[config.mk]
export PLATFORM = sky130hd
export DESIGN_NAME = mem_copy_engine
export DESIGN_NICKNAME = d
export VERILOG_FILES = /design/src/rtl/mem_pkg.sv /design/src/rtl/mem_copy_engine.sv
export SDC_FILE = /design/constraint.sdc
export NUM_CORES = 1
export LEC_CHECK = 0
export CAP_MARGIN = 20
export CORE_MARGIN = 3
export CORE_UTILIZATION = 53
export DETAILED_ROUTE_END_ITERATION = 8
export PLACE_DENSITY_LB_ADDON = 0.05
export SETUP_SLACK_MARGIN = 0.5
export SLEW_MARGIN = 5
export SYNTH_ARGS = -nofsm -noshare
export SYNTH_HDL_FRONTEND = slang
export SYNTH_SLANG_ARGS = --single-unit
export TNS_END_PERCENT = 1
[constraint.sdc]
create_clock -name clk -period 3.1 [get_ports clk]
set_clock_uncertainty 0.05 [all_clocks]
set_input_delay 0.62 -clock clk [delete_from_list [all_inputs] [get_ports clk]]
set_output_delay 0.62 -clock clk [all_outputs]
set_load 0.01 [all_outputs]
[src/rtl/mem_pkg.sv]
// mem_pkg: shared widths and FSM encoding for the memory copy engine.
package mem_pkg;
    localparam int ADDR_W_DEF = 13;
    localparam int DATA_W_DEF = 18;
    typedef enum logic [2:0] {S_IDLE, S_READ, S_WAIT, S_WRITE, S_DONE} state_t;
endpackage

[src/rtl/mem_copy_engine.sv]
// mem_copy_engine: word-by-word forward memory copy, 3 cycles per word, with XOR checksum.
module mem_copy_engine
    import mem_pkg::*;
#(
    parameter int ADDR_W = ADDR_W_DEF,
    parameter int DATA_W = DATA_W_DEF
) (
    input  logic              clk,
    input  logic              rst,
    input  logic              start,
    input  logic [ADDR_W-1:0] src_addr,
    input  logic [ADDR_W-1:0] dst_addr,
    input  logic [ADDR_W:0]   length,
    output logic              busy,
    output logic              done,
    output logic [DATA_W-1:0] checksum,
    output logic [ADDR_W-1:0] mem_addr,
    output logic              mem_read_en,
    output logic              mem_write_en,
    output logic [DATA_W-1:0] mem_wdata,
    input  logic [DATA_W-1:0] mem_rdata
);
    state_t            r_state;
    logic [ADDR_W-1:0] r_src, r_dst, r_addr;
    logic [ADDR_W:0]   r_rem;
    logic [DATA_W-1:0] r_checksum, r_wdata;
    logic              r_busy, r_done, r_rd, r_wr;

    assign busy         = r_busy;
    assign done         = r_done;
    assign checksum     = r_checksum;
    assign mem_addr     = r_addr;
    assign mem_read_en  = r_rd;
    assign mem_write_en = r_wr;
    assign mem_wdata    = r_wdata;

    // Outputs are computed for the state being entered, so they are registered alongside it.
    always_ff @(posedge clk) begin
        if (rst) begin
            r_state    <= S_IDLE;
            r_src      <= '0;
            r_dst      <= '0;
            r_rem      <= '0;
            r_addr     <= '0;
            r_checksum <= '0;
            r_wdata    <= '0;
            r_busy     <= 1'b0;
            r_done     <= 1'b0;
            r_rd       <= 1'b0;
            r_wr       <= 1'b0;
        end else begin
            r_done  <= 1'b0;
            r_rd    <= 1'b0;
            r_wr    <= 1'b0;
            r_addr  <= '0;
            r_wdata <= '0;
            case (r_state)
                S_IDLE: if (start) begin
                    r_src      <= src_addr;
                    r_dst      <= dst_addr;
                    r_rem      <= length;
                    r_checksum <= '0;
                    r_busy     <= 1'b1;
                    if (length == '0) begin
                        r_state <= S_DONE;
                        r_done  <= 1'b1;
                    end else begin
                        r_state <= S_READ;
                        r_rd    <= 1'b1;
                        r_addr  <= src_addr;
                    end
                end
                S_READ: r_state <= S_WAIT;
                S_WAIT: begin
                    r_checksum <= r_checksum ^ mem_rdata;
                    r_wdata    <= mem_rdata;
                    r_wr       <= 1'b1;
                    r_addr     <= r_dst;
                    r_state    <= S_WRITE;
                end
                S_WRITE: begin
                    r_src <= r_src + ADDR_W'(1);
                    r_dst <= r_dst + ADDR_W'(1);
                    r_rem <= r_rem - (ADDR_W+1)'(1);
                    if (r_rem == (ADDR_W+1)'(1)) begin
                        r_state <= S_DONE;
                        r_done  <= 1'b1;
                    end else begin
                        r_state <= S_READ;
                        r_rd    <= 1'b1;
                        r_addr  <= r_src + ADDR_W'(1);
                    end
                end
                S_DONE: begin
                    r_busy  <= 1'b0;
                    r_state <= S_IDLE;
                end
                default: r_state <= S_IDLE;
            endcase
        end
    end
endmodule

==> metrics.txt <==
Detailed Route WL 11.8 mm; headroom to the max-slew limit 55.2%; half-perimeter wire length after placement 8.14 mm; max frequency 427 MHz; total design power 3.77 mW; critical path class reg2reg; RSZ-0062 raised after global routing false; Worst Path Arrival 2520 ps; classification of the worst-slack hold path reg2reg; category of the worst setup path launch point flip-flop; most frequent cell after synthesis dfxtp_1; fraction of post-synthesis cell area in the top cell type by area 43.1%; Clock Tree Root clkbuf_8; number of nets produced by synthesis 589; setup total negative slack 0 ps; post-synthesis instance area 0.00446 mm^2; count of port buffers added during placement 113; CTS clk-pin slew, worst paths 100 ps; floorplan die area 0.00955 mm^2; Top FF cell, synth dfxtp_1; Remaining DRCs 0; wire length of the first global-routing pass 19.3 mm; type of element capturing the critical path flip-flop; worst path cell trace nand3b_2 -> nor3_2 -> nor3_1 -> a2111oi_0; ys async rst share 0%; global-route usage over all layers 24.1%; synth warn 0; number of global-route vias before repair 3952; Antenna Nets Post-Route 0; maximum number of pins on one net before global-route repair 52; placer's final routability congestion estimate 0.835; Crit path required time 3280 ps; sequential area share after synthesis 43.1%; run status complete, no violations; drt via density 5.96; Mapped Cells 524; Ant. Diodes 0; flop2flop setup slack 760 ps; TritonCTS clock tree built; Clock Sink Count 96; maximum buffer depth of the clock tree 2; number of optimization iterations in the first detailed-route pass 4; nets 686; DRC violation total after the first TritonRoute iteration 295; P_leak 2.04 nW; buffers and inverters on the worst path 0; Resized Gates After CTS 0; starting density of the core 56.2%; I/O pin count 114; mean post-synth cell area 8.51 um^2; layout cells sized above 1 6.07%; overall overflow remaining after global route 0; ranking of synthesized cells by instance count 96 x dfxtp_1, 56 x nand2_1, 52 x nor2_1; number of standard-cell rows in the floorplan 32; count of final setup violators 0; library cell contributing the largest single delay on the critical path dfxtp_1; wire length per cell 16.1 um; Via Count 4338; count of H-tree levels built during CTS 3; final std cell area, no fill 0.00585 mm^2; Die Y 97.7 um; Top Family by Delay on Critical Path simple AND/OR/NAND/NOR gates; Core Region 0.00793 mm^2; power per cell area 644 mW/mm^2; pin slew with the least headroom to its limit 668 ps; relative area change from synthesis to final layout 31.3%; Final Max Tran Viols 0; number of enable flip-flop cells after synthesis 0; number of antenna violations at the first check in global routing 0; Hold-fix buffers, CTS 0; number of synthesized register bits 96; total count of hold-check failures in the final report 0; Synth area leader dfxtp_1; Synth cell types 55; die span in x 97.7 um; Crit path largest cell delay 680 ps; # Post-CTS Setup Buffers 0; largest driver fanout on the critical path 29; Placed Instance Area 0.00567 mm^2; number of buffers created by CTS 9; clock latency reported for the late side of the worst-skew pair 360 ps; maximum VDD drop 0.000367 V; portion of the clock cycle consumed by the worst path in the final layout 75.6%; number of max-cap violations 0; post-layout min period 2340 ps; biggest area contributors in the synthesized netlist dfxtp_1 43%, nand2_1 4.7%, xor2_1 4.5%
## routing by layer
layer	vias up	GRT usage, %	share of wire, %
met5	-	0	0
met4	0	9.27	2.0
met3	20	4.09	6.9
met2	190	38.5	47
met1	2015	32.6	44
li1	2113	-	-
## sequential cells by signal (all words and copies together) (netlist names)
signal        flops
done              1
checksum         18
busy              1
mem_read_en       1
r_src            13
r_dst            13
r_state           3
mem_write_en      1
r_rem            14
mem_addr         13
mem_wdata        18
## path summary, 6_finish.rpt
kind | from | end | depth (start not counted)
worst max-delay path | r_state[0]$_SDFFE_PP0P_ | r_dst[5]$_SDFFE_PP0P_ | 4
worst min-delay path | busy$_SDFFE_PP0P_ | busy$_SDFFE_PP0P_ | 2
worst max register to register | r_state[0]$_SDFFE_PP0P_ | r_dst[5]$_SDFFE_PP0P_ | 4
worst min register to register | busy$_SDFFE_PP0P_ | busy$_SDFFE_PP0P_ | 2
## per-stage QoR
step                      std cells  hold WS, ps  util (%)  setup WS (ps)
after floorplan                 524          429         -           1290
after global placement          712          446      71.5            675
after detailed placement        712          446      71.5            577
after CTS                       728          473      73.8            757
after global routing            728          491      73.8            551
final                           728          470      73.8            756
## area by class of cell
type	count	area (um^2)
flip-flops and latches	96	1920
clock buffers	9	124
multi-input cells	384	2350
fillers	630	2080
clock inverters	7	62.6
well taps	102	128
inverters	5	18.8
repair buffers	125	1250
## tightest hold or removal path, delay by kind of cell (launching register included)
family          cells  cell delay, ps
simple gates        1             100
compound gates      1              60
flops               1             330
## power breakdown
group | internal [mW] | switching [mW]
clock network | 0.309 | 0.479
registers | 1.44 | 0.248
logic | 0.607 | 0.687
total | 2.35 | 1.41
## placed cells by master, fill, tap and decap left out, types with 5 or more instances in the layout
cell type / instances
nand2_1: 56
o22ai_1: 5
nor4_1: 14
a21oi_1: 32
a32oi_1: 18
nand3_1: 20
nor3_1: 10
nand4_1: 14
dfxtp_1: 96
xor2_1: 23
o21ai_0: 16
inv_1: 5
nor2_1: 52
a22oi_1: 6
o211ai_1: 8
a31oi_1: 13
buf_4: 10
and2_1: 21
a311oi_1: 5
and4_1: 5
clkdlybuf4s50_1: 113
clkbuf_8: 9
## cell families after synthesis
group / share of synthesized area [%]
mux: 1.21
buf+inv: 4.24
simple gates: 25.6
flops: 43.1
compound gates: 19.4
fa+ha+maj: 1.12
xor+xnor: 5.31
No activity file was read; power rests on OpenSTA's default activity.
